## config.mk

```make
export PLATFORM = sky130hd
export DESIGN_NAME = uart_core_v2
export DESIGN_NICKNAME = d
export VERILOG_FILES = /design/src/rtl/uart_pkg.sv /design/src/rtl/uart_baud_gen.sv /design/src/rtl/uart_core_v2.sv
export SDC_FILE = /design/constraint.sdc
export NUM_CORES = 1
export LEC_CHECK = 0
export ABC_CLOCK_PERIOD_IN_PS = 7900
export BUFFER_PORTS_ARGS = -buffer_cell sky130_fd_sc_hd__buf_2
export CELL_PAD_IN_SITES_DETAIL_PLACEMENT = 1
export CELL_PAD_IN_SITES_GLOBAL_PLACEMENT = 2
export CORE_ASPECT_RATIO = 0.8
export CORE_MARGIN = 5
export CORE_UTILIZATION = 35
export CTS_BUF_LIST = sky130_fd_sc_hd__clkbuf_4 sky130_fd_sc_hd__clkbuf_8
export DETAILED_ROUTE_END_ITERATION = 10
export PLACE_DENSITY = 0.83
export SLEW_MARGIN = 20
export SYNTH_ARGS = -nofsm -noshare
export SYNTH_HDL_FRONTEND = slang
export SYNTH_SLANG_ARGS = --single-unit
```

## constraint.sdc

```tcl
create_clock -name clk -period 7.9 [get_ports clk]
set_input_delay 1.58 -clock clk [delete_from_list [all_inputs] [get_ports clk]]
set_output_delay 1.58 -clock clk [all_outputs]
set_load 0.02 [all_outputs]
```

## src/rtl/uart_pkg.sv

```systemverilog
// Shared types and constants for the clock-enable oversampled UART engine.
package uart_pkg;

  typedef enum logic [1:0] {
    ParNone    = 2'd0,
    ParEven    = 2'd1,
    ParOdd     = 2'd2,
    ParNoneAlt = 2'd3
  } parity_t;

  typedef enum logic {
    StopOne = 1'b0,
    StopTwo = 1'b1
  } stop_bits_t;

  localparam int unsigned OVERSAMPLE = 16;
  localparam int unsigned SAMPLE_PT  = 8;

  localparam logic [3:0] TICK_LAST   = 4'(OVERSAMPLE - 1);
  localparam logic [3:0] SAMPLE_TICK = 4'(SAMPLE_PT - 1);

  localparam int unsigned ERR_PAR = 0;
  localparam int unsigned ERR_FRM = 1;
  localparam int unsigned ERR_OVR = 2;

  // Out-of-range data_bits settings fall back to 8-bit frames.
  function automatic logic [3:0] eff_bits(input logic [3:0] d);
    return (d >= 4'd5 && d <= 4'd8) ? d : 4'd8;
  endfunction

  function automatic logic par_en(input parity_t p);
    return (p == ParEven) || (p == ParOdd);
  endfunction

endpackage

```

## src/rtl/uart_baud_gen.sv

```systemverilog
// Oversample tick generator: one-cycle tick every div+1 clocks, with synchronous clear.
module uart_baud_gen #(
  parameter int unsigned DIV_W = 16
) (
  input  logic             clk,
  input  logic             rst,
  input  logic             clear,
  input  logic [DIV_W-1:0] div,
  output logic             tick
);

  logic [DIV_W-1:0] cnt_q;

  assign tick = (cnt_q >= div) && !clear;

  always_ff @(posedge clk or posedge rst) begin
    if (rst) begin
      cnt_q <= '0;
    end else if (clear || (cnt_q >= div)) begin
      cnt_q <= '0;
    end else begin
      cnt_q <= cnt_q + 1'b1;
    end
  end

endmodule

```

## src/rtl/uart_core_v2.sv

```systemverilog
// UART engine: word-wide TX serialiser and RX byte packer driven by 16x oversample ticks.
module uart_core_v2
  import uart_pkg::*;
#(
  parameter int unsigned BYTES_PER_WORD = 3,
  parameter int unsigned DIV_W          = 16,
  parameter int unsigned TO_W           = 12,
  localparam int unsigned NB_W          = $clog2(BYTES_PER_WORD + 1),
  localparam int unsigned WORD_W        = 8 * BYTES_PER_WORD
) (
  input  logic              clk,
  input  logic              rst,
  input  logic [DIV_W-1:0]  baud_div,
  input  logic [3:0]        data_bits,
  input  parity_t           parity,
  input  stop_bits_t        stop_bits,
  input  logic [TO_W-1:0]   rx_timeout,
  input  logic [WORD_W-1:0] tx_word,
  input  logic [NB_W-1:0]   tx_nbytes,
  input  logic              tx_valid,
  output logic              tx_ready,
  output logic              txd,
  input  logic              rxd,
  output logic [WORD_W-1:0] rx_word,
  output logic [NB_W-1:0]   rx_nbytes,
  output logic [2:0]        rx_err,
  output logic              rx_valid,
  input  logic              rx_ready,
  output logic              tx_busy,
  output logic              rx_busy
);

  typedef enum logic [2:0] {TxIdle, TxSync, TxStart, TxData, TxParity, TxStop} tx_state_e;
  typedef enum logic [2:0] {RxIdle, RxStart, RxData, RxParity, RxStop} rx_state_e;

  localparam logic [NB_W-1:0] BPW = NB_W'(BYTES_PER_WORD);

  // ---------------- TX ----------------
  tx_state_e         tx_state_q, tx_state_d;
  logic [3:0]        tx_tick_q, tx_tick_d;
  logic [2:0]        tx_bit_q, tx_bit_d;
  logic [NB_W-1:0]   tx_left_q, tx_left_d;
  logic [7:0]        tx_shift_q, tx_shift_d;
  logic [WORD_W-1:0] tx_word_q, tx_word_d;
  logic              tx_par_q, tx_par_d;
  logic              tx_stop2_q, tx_stop2_d;
  logic [3:0]        tx_nbits_q, tx_nbits_d;
  parity_t           tx_parity_q, tx_parity_d;
  stop_bits_t        tx_stopb_q, tx_stopb_d;
  logic [DIV_W-1:0]  tx_div_q, tx_div_d, tx_div;
  logic              tx_tick, tx_end;
  logic [NB_W-1:0]   tx_nb_clamp;

  assign tx_div      = (tx_state_q == TxIdle) ? baud_div : tx_div_q;
  assign tx_nb_clamp = (tx_nbytes > BPW) ? BPW : tx_nbytes;
  assign tx_end      = tx_tick && (tx_tick_q == TICK_LAST);

  uart_baud_gen #(.DIV_W(DIV_W)) u_tx_baud (
    .clk   (clk),
    .rst   (rst),
    .clear (1'b0),
    .div   (tx_div),
    .tick  (tx_tick)
  );

  always_comb begin
    tx_state_d  = tx_state_q;
    tx_tick_d   = tx_tick_q;
    tx_bit_d    = tx_bit_q;
    tx_left_d   = tx_left_q;
    tx_shift_d  = tx_shift_q;
    tx_word_d   = tx_word_q;
    tx_par_d    = tx_par_q;
    tx_stop2_d  = tx_stop2_q;
    tx_nbits_d  = tx_nbits_q;
    tx_parity_d = tx_parity_q;
    tx_stopb_d  = tx_stopb_q;
    tx_div_d    = tx_div_q;
    txd         = 1'b1;
    if (tx_tick && tx_state_q != TxIdle && tx_state_q != TxSync) tx_tick_d = tx_tick_q + 4'd1;
    unique case (tx_state_q)
      TxIdle: begin
        tx_tick_d = '0;
        if (tx_valid && tx_nb_clamp != '0) begin
          tx_word_d   = tx_word;
          tx_left_d   = tx_nb_clamp;
          tx_nbits_d  = eff_bits(data_bits);
          tx_parity_d = parity;
          tx_stopb_d  = stop_bits;
          tx_div_d    = baud_div;
          tx_state_d  = TxSync;
        end
      end
      TxSync: begin
        if (tx_tick) begin
          tx_state_d = TxStart;
          tx_shift_d = tx_word_q[7:0];
          tx_word_d  = tx_word_q >> 8;
          tx_par_d   = 1'b0;
        end
      end
      TxStart: begin
        txd = 1'b0;
        if (tx_end) begin
          tx_state_d = TxData;
          tx_bit_d   = '0;
        end
      end
      TxData: begin
        txd = tx_shift_q[0];
        if (tx_end) begin
          tx_par_d   = tx_par_q ^ tx_shift_q[0];
          tx_shift_d = tx_shift_q >> 1;
          tx_bit_d   = tx_bit_q + 3'd1;
          tx_stop2_d = 1'b0;
          if (tx_bit_q == 3'(tx_nbits_q - 4'd1)) begin
            tx_state_d = par_en(tx_parity_q) ? TxParity : TxStop;
          end
        end
      end
      TxParity: begin
        txd = (tx_parity_q == ParOdd) ? ~tx_par_q : tx_par_q;
        if (tx_end) tx_state_d = TxStop;
      end
      TxStop: begin
        if (tx_end) begin
          if (tx_stopb_q == StopTwo && !tx_stop2_q) begin
            tx_stop2_d = 1'b1;
          end else if (tx_left_q > NB_W'(1)) begin
            tx_left_d  = tx_left_q - 1'b1;
            tx_state_d = TxStart;
            tx_shift_d = tx_word_q[7:0];
            tx_word_d  = tx_word_q >> 8;
            tx_par_d   = 1'b0;
          end else begin
            tx_state_d = TxIdle;
          end
        end
      end
      default: tx_state_d = TxIdle;
    endcase
  end

  always_ff @(posedge clk or posedge rst) begin
    if (rst) begin
      tx_state_q  <= TxIdle;
      tx_tick_q   <= '0;
      tx_bit_q    <= '0;
      tx_left_q   <= '0;
      tx_shift_q  <= '0;
      tx_word_q   <= '0;
      tx_par_q    <= 1'b0;
      tx_stop2_q  <= 1'b0;
      tx_nbits_q  <= 4'd8;
      tx_parity_q <= ParNone;
      tx_stopb_q  <= StopOne;
      tx_div_q    <= '0;
    end else begin
      tx_state_q  <= tx_state_d;
      tx_tick_q   <= tx_tick_d;
      tx_bit_q    <= tx_bit_d;
      tx_left_q   <= tx_left_d;
      tx_shift_q  <= tx_shift_d;
      tx_word_q   <= tx_word_d;
      tx_par_q    <= tx_par_d;
      tx_stop2_q  <= tx_stop2_d;
      tx_nbits_q  <= tx_nbits_d;
      tx_parity_q <= tx_parity_d;
      tx_stopb_q  <= tx_stopb_d;
      tx_div_q    <= tx_div_d;
    end
  end

  assign tx_ready = (tx_state_q == TxIdle);
  assign tx_busy  = (tx_state_q != TxIdle);

  // ---------------- RX ----------------
  rx_state_e         rx_state_q, rx_state_d;
  logic              rxd_s1_q, rxd_s2_q, rxd_s3_q;
  logic [3:0]        rx_tick_q, rx_tick_d;
  logic [2:0]        rx_bit_q, rx_bit_d;
  logic [7:0]        rx_byte_q, rx_byte_d;
  logic              rx_par_q, rx_par_d;
  logic              rx_perr_q, rx_perr_d;
  logic [3:0]        rx_nbits_q, rx_nbits_d;
  parity_t           rx_parity_q, rx_parity_d;
  logic [DIV_W-1:0]  rx_div_q, rx_div_d, rx_div;
  logic [3:0]        idle_tick_q, idle_tick_d;
  logic [TO_W-1:0]   idle_cnt_q, idle_cnt_d;
  logic              rx_tick, rx_fall, rx_mid, rx_end, rx_bg_clear;
  logic              byte_done, byte_ferr;

  assign rx_fall     = rxd_s3_q && !rxd_s2_q;
  assign rx_bg_clear = (rx_state_q == RxIdle) && rx_fall;
  assign rx_mid      = rx_tick && (rx_tick_q == SAMPLE_TICK);
  assign rx_end      = rx_tick && (rx_tick_q == TICK_LAST);
  assign rx_div      = (rx_state_q == RxIdle) ? baud_div : rx_div_q;

  uart_baud_gen #(.DIV_W(DIV_W)) u_rx_baud (
    .clk   (clk),
    .rst   (rst),
    .clear (rx_bg_clear),
    .div   (rx_div),
    .tick  (rx_tick)
  );

  always_comb begin
    rx_state_d  = rx_state_q;
    rx_tick_d   = rx_tick_q;
    rx_bit_d    = rx_bit_q;
    rx_byte_d   = rx_byte_q;
    rx_par_d    = rx_par_q;
    rx_perr_d   = rx_perr_q;
    rx_nbits_d  = rx_nbits_q;
    rx_parity_d = rx_parity_q;
    rx_div_d    = rx_div_q;
    idle_tick_d = idle_tick_q;
    idle_cnt_d  = idle_cnt_q;
    byte_done   = 1'b0;
    byte_ferr   = 1'b0;
    if (rx_tick && rx_state_q != RxIdle) rx_tick_d = rx_tick_q + 4'd1;
    unique case (rx_state_q)
      RxIdle: begin
        if (rx_fall) begin
          rx_state_d  = RxStart;
          rx_tick_d   = '0;
          rx_nbits_d  = eff_bits(data_bits);
          rx_parity_d = parity;
          rx_div_d    = baud_div;
        end else if (rx_tick) begin
          idle_tick_d = idle_tick_q + 4'd1;
          if (idle_tick_q == TICK_LAST && idle_cnt_q != '1) idle_cnt_d = idle_cnt_q + 1'b1;
        end
      end
      RxStart: begin
        if (rx_mid && rxd_s2_q) begin
          rx_state_d = RxIdle;
          rx_tick_d  = '0;
        end else if (rx_mid) begin
          idle_tick_d = '0;
          idle_cnt_d  = '0;
        end else if (rx_end) begin
          rx_state_d = RxData;
          rx_bit_d   = '0;
          rx_byte_d  = '0;
          rx_par_d   = 1'b0;
          rx_perr_d  = 1'b0;
        end
      end
      RxData: begin
        if (rx_mid) begin
          rx_byte_d[rx_bit_q] = rxd_s2_q;
          rx_par_d            = rx_par_q ^ rxd_s2_q;
        end
        if (rx_end) begin
          if (rx_bit_q == 3'(rx_nbits_q - 4'd1)) begin
            rx_state_d = par_en(rx_parity_q) ? RxParity : RxStop;
          end else begin
            rx_bit_d = rx_bit_q + 3'd1;
          end
        end
      end
      RxParity: begin
        if (rx_mid) rx_perr_d = rxd_s2_q != ((rx_parity_q == ParOdd) ? ~rx_par_q : rx_par_q);
        if (rx_end) rx_state_d = RxStop;
      end
      RxStop: begin
        // Leave mid-stop so a start bit during a second stop bit is still caught.
        if (rx_mid) begin
          byte_done   = 1'b1;
          byte_ferr   = !rxd_s2_q;
          rx_state_d  = RxIdle;
          rx_tick_d   = '0;
          idle_tick_d = '0;
          idle_cnt_d  = '0;
        end
      end
      default: rx_state_d = RxIdle;
    endcase
  end

  // ---------------- Packer and output register ----------------
  logic [WORD_W-1:0] pack_q, pack_d, out_word_q, out_word_d;
  logic [NB_W-1:0]   pack_cnt_q, pack_cnt_d, out_nb_q, out_nb_d;
  logic [2:0]        pack_err_q, pack_err_d, out_err_q, out_err_d;
  logic              out_valid_q, out_valid_d;
  logic              timeout_hit, emit_req, do_emit;

  assign timeout_hit = (rx_timeout != '0) && (idle_cnt_q >= rx_timeout);
  assign emit_req    = (pack_cnt_q != '0) &&
                       ((pack_cnt_q == BPW) || (pack_err_q != 3'b000) || timeout_hit);
  assign do_emit     = emit_req && (!out_valid_q || rx_ready);

  always_comb begin
    pack_d      = pack_q;
    pack_cnt_d  = pack_cnt_q;
    pack_err_d  = pack_err_q;
    out_word_d  = out_word_q;
    out_nb_d    = out_nb_q;
    out_err_d   = out_err_q;
    out_valid_d = out_valid_q;
    if (out_valid_q && rx_ready) out_valid_d = 1'b0;
    if (do_emit) begin
      out_word_d  = pack_q;
      out_nb_d    = pack_cnt_q;
      out_err_d   = pack_err_q;
      out_valid_d = 1'b1;
      pack_d      = '0;
      pack_cnt_d  = '0;
      pack_err_d  = '0;
    end
    if (byte_done) begin
      if (emit_req && !do_emit) begin
        pack_err_d[ERR_OVR] = 1'b1;
      end else begin
        for (int i = 0; i < int'(BYTES_PER_WORD); i++) begin
          if (pack_cnt_d == NB_W'(i)) pack_d[8*i +: 8] = rx_byte_q;
        end
        pack_cnt_d          = pack_cnt_d + 1'b1;
        pack_err_d[ERR_FRM] = pack_err_d[ERR_FRM] | byte_ferr;
        pack_err_d[ERR_PAR] = pack_err_d[ERR_PAR] | rx_perr_q;
      end
    end
  end

  always_ff @(posedge clk or posedge rst) begin
    if (rst) begin
      rxd_s1_q    <= 1'b1;
      rxd_s2_q    <= 1'b1;
      rxd_s3_q    <= 1'b1;
      rx_state_q  <= RxIdle;
      rx_tick_q   <= '0;
      rx_bit_q    <= '0;
      rx_byte_q   <= '0;
      rx_par_q    <= 1'b0;
      rx_perr_q   <= 1'b0;
      rx_nbits_q  <= 4'd8;
      rx_parity_q <= ParNone;
      rx_div_q    <= '0;
      idle_tick_q <= '0;
      idle_cnt_q  <= '0;
      pack_q      <= '0;
      pack_cnt_q  <= '0;
      pack_err_q  <= '0;
      out_word_q  <= '0;
      out_nb_q    <= '0;
      out_err_q   <= '0;
      out_valid_q <= 1'b0;
    end else begin
      rxd_s1_q    <= rxd;
      rxd_s2_q    <= rxd_s1_q;
      rxd_s3_q    <= rxd_s2_q;
      rx_state_q  <= rx_state_d;
      rx_tick_q   <= rx_tick_d;
      rx_bit_q    <= rx_bit_d;
      rx_byte_q   <= rx_byte_d;
      rx_par_q    <= rx_par_d;
      rx_perr_q   <= rx_perr_d;
      rx_nbits_q  <= rx_nbits_d;
      rx_parity_q <= rx_parity_d;
      rx_div_q    <= rx_div_d;
      idle_tick_q <= idle_tick_d;
      idle_cnt_q  <= idle_cnt_d;
      pack_q      <= pack_d;
      pack_cnt_q  <= pack_cnt_d;
      pack_err_q  <= pack_err_d;
      out_word_q  <= out_word_d;
      out_nb_q    <= out_nb_d;
      out_err_q   <= out_err_d;
      out_valid_q <= out_valid_d;
    end
  end

  assign rx_word   = out_word_q;
  assign rx_nbytes = out_nb_q;
  assign rx_err    = out_err_q;
  assign rx_valid  = out_valid_q;
  assign rx_busy   = (rx_state_q != RxIdle);

endmodule

```

==> impl_metrics.json <==
{
  "status": "completed",
  "dieWidth_um": 214.1,
  "hold_viol": 0,
  "drtIter0Drc": 391,
  "grt_pass1_vias": 9525,
  "cp-start-kind": "flip-flop",
  "fin_ws_ns": 3.488,
  "worstPathRequired_ns": 8.33,
  "power.internal_mw": 2.224,
  "drv_slew": 0,
  "p_leak_nw": 6.545,
  "grt.total_usage": 0.1544,
  "routed.top_layer": "met4",
  "clk_pin_slew_ns": 0.06,
  "cts_tree": "yes",
  "grt_first_pass_wirelength_um": 49060,
  "power_frac_comb": 0.144,
  "rows": 59,
  "syn_area_per_cell_um2": 10.10,
  "synth_edf_count": 0,
  "pre_cts_ws_ns": 2.906,
  "area_growth_syn_to_layout_pct": 15.68,
  "critPathMostFrequentCell": "buf_4",
  "n_fill_cell": 3735,
  "p_per_area_nw_per_um2": 226.1,
  "cts_hold_buf": 0,
  "port_buffers": 99,
  "detail_route.first_pass.iterations": 4,
  "io_pins": 100,
  "vdd_ir_drop_max_uv": 127.8,
  "die_area_um2": 37110,
  "p_seq_frac": 0.445,
  "synthCells": 1155,
  "place_congestion": 0.7606,
  "hold_class": "flip-flop to flip-flop",
  "cts_buffers": 39,
  "final.period_utilization": 0.5585,
  "worstSetupEndpointType": "flip-flop",
  "synth_top_flop_cell": "dfrtp_1",
  "cp.arrival_ns": 4.84,
  "crit_buf_inv": 4,
  "rsz0062_at_grt": "false",
  "start_util": 0.3568,
  "ctsLongestPathBuffers": 3,
  "fmax_ghz": 0.2267,
  "p_clk_frac": 0.410,
  "yosysUniqueCellTypes": 76,
  "maxCapViolations": 0,
  "ant_nets": 0,
  "finalPower_mw": 3.052,
  "async_reset_ff_frac": 1.000,
  "slew_headroom": 0.2436,
  "drc": 0,
  "cts_setup_buffers": 0,
  "ys_seq_area_frac": 0.4700,
  "antenna_found_initial": 0,
  "switching_share": 0.2714,
  "tightest_slew_ns": 1.135,
  "routedLengthMet1_um": 14110,
  "vias": 8783,
  "diodes": 0,
  "layout.nets": 1384,
  "wl_um": 28840,
  "switchingPower_mw": 0.8283,
  "period_minus_slack_ns": 4.412,
  "h-tree-depth": 2,
  "wl_per_cell_um": 16.82,
  "critical-path-slowest-cell": "dfrtp_1",
  "dp_hpwl_um": 20600,
  "fp.dieH_um": 173.3,
  "clk-insertion-delay-late_ns": 0.56,
  "synth-seq-cells": 219,
  "root_buffer": "clkbuf_8",
  "crit_family": "buffers and inverters",
  "cp_slowest_stage_delay_ns": 0.56,
  "crit_path_cell_trace": "nor2_1 -> nand2_1 -> clkinv_1 -> buf_4 -> mux2_2 -> ha_1 -> nand2b_1 -> a2111o_1 -> a221oi_2 -> o21ai_2 -> buf_4 -> nand3_1 -> o31ai_4 -> buf_4 -> mux2_1",
  "route.met2.wl_um": 13240,
  "yosys_warnings": 0,
  "grt_overflow_total": 0,
  "critical_path_class": "flip-flop to flip-flop",
  "wl_met3_um": 1122,
  "finalSetupViolations": 0,
  "synth_fp_nets": 1281,
  "synth_area_um2": 11670,
  "drive_above_1_share": 0.2160,
  "skew_ns": 0.02676,
  "cts_resized": 0,
  "vias_per_cell": 5.124,
  "grt_max_degree": 103,
  "tns_ns": 0,
  "instances_no_fill": 1714,
  "cts_sinks": 219,
  "dpl.cell_count": 1644,
  "design.core.area_um2": 32700,
  "cp_max_fo": 32
}
[routing by layer]
| layer | GRT usage | up-vias |
|---|---|---|
| li1 | - | 4217 |
| met1 | 0.2149 | 4398 |
| met2 | 0.2512 | 136 |
| met3 | 0.03283 | 32 |
| met4 | 0.03139 | 0 |
| met5 | 0 | - |
[synthesized netlist by cell type (all sizes together), types with 8 or more instances]
| library cell | count | area, um^2 |
|---|---|---|
| dfrtp | 216 | 5405 |
| nand2 | 186 | 698.2 |
| nor2 | 79 | 299.0 |
| o21ai | 77 | 389.1 |
| mux2 | 75 | 882.1 |
| mux2i | 67 | 670.6 |
| ha | 60 | 750.7 |
| inv | 58 | 217.7 |
| nand3 | 37 | 185.2 |
| a21oi | 31 | 158.9 |
| clkbuf | 30 | 112.6 |
| xor2 | 22 | 192.7 |
| buf | 21 | 136.4 |
| a31oi | 20 | 146.4 |
| xnor2 | 20 | 175.2 |
| nand4 | 15 | 93.84 |
| and3 | 14 | 87.58 |
| nand2b | 14 | 87.58 |
| nor2b | 11 | 68.82 |
| nor3 | 11 | 71.32 |
| o31ai | 11 | 101.3 |
| a21o | 8 | 60.06 |
[area by class of cell]
cell class              count  area (um^2)  area share
well taps                 427        534.3     0.03958
flip-flops and latches    219         5484      0.4063
inverters                  59        229.0     0.01696
multi-input cells         826         5714      0.4233
clock inverters            11        161.4     0.01196
repair buffers            113        600.6     0.04449
clock buffers              59        774.5     0.05738
[placed cells by master, fill, tap and decap left out, types with 4 or more instances in the layout]
cell and count:
a21o_1 8, a21oi_1 30, a22o_1 4, a31oi_1 18, and2_1 4, and3_1 14, buf_2 99, buf_4 14
bufinv_16 4, clkbuf_4 6, clkbuf_8 53, clkinv_2 5, dfrtp_1 216, ha_1 60, inv_1 57, mux2_2 63
mux2_4 10, mux2i_1 67, nand2_1 186, nand2b_1 14, nand3_1 37, nand4_1 15, nor2_1 78, nor2b_1 11
nor3_1 9, nor3b_1 4, o21ai_0 72, o21ai_1 4, o31ai_1 9, or3_1 6, xnor2_1 20, xor2_1 22
[power groups by stage]
stage / Clock, mW / Sequential, mW / Combinational (mW)
6_report: 1.25 / 1.36 / 0.441
5_1_grt: 1.35 / 1.38 / 0.514
4_1_cts: 1.30 / 1.36 / 0.453
3_5_place_dp: 0 / 1.38 / 0.451
3_3_place_gp: 0 / 1.37 / 0.427
2_1_floorplan: 0 / 1.34 / 0.345
[flip-flops by register name, indices dropped and copies added, names as in the netlist, 3 cells and up, named ones only]
signal           count
u_rx_baud.cnt_q     16
tx_word_q           24
tx_bit_q             3
rx_byte_q            8
tx_shift_q           8
rx_tick_q            4
rx_state_q           3
idle_cnt_q          12
rx_bit_q             3
idle_tick_q          4
rx_div_q            16
pack_q              24
rx_err               3
rx_word             24
tx_tick_q            4
tx_div_q            16
tx_nbits_q           3
tx_state_q           3
u_tx_baud.cnt_q     16
rx_nbits_q           3
[final timing paths]
path                       slack, ns     startpoint  cells after the start            end
max                             3.49  tx_state_q[1]                     15   tx_word_q[1]
min                             0.38       rxd_s1_q                      0       rxd_s2_q
max reg2reg                     3.49  tx_state_q[1]                     15   tx_word_q[1]
min reg2reg                     0.38       rxd_s1_q                      0       rxd_s2_q
max in group asynchronous       5.34            rst                      3  idle_cnt_q[5]
min in group asynchronous       1.17            rst                      2   tx_word_q[7]
[cell families after synthesis]
family	Yosys count	synth area share
AOI/OAI and AO/OA	186	0.1054
adders and majority gates	60	0.06434
DFF	219	0.4700
muxes	142	0.1331
buffers and inverters	110	0.04032
xor gates and xnor gates	42	0.03152
and+or+nand+nor	396	0.1554
[metrics by stage]
stage          instance area (um^2)  utilization  hold slack, ns
3_3_place_gp                  12560       0.3841          0.3682
3_5_place_dp                  12560       0.3841          0.3733
4_1_cts                       13500       0.4127          0.3851
2_1_floorplan                 11670            -          0.3452
5_1_grt                       13500       0.4127          0.3884
6_report                      13500       0.4127          0.3835
Note: power is estimated with default switching activity, not from simulation.
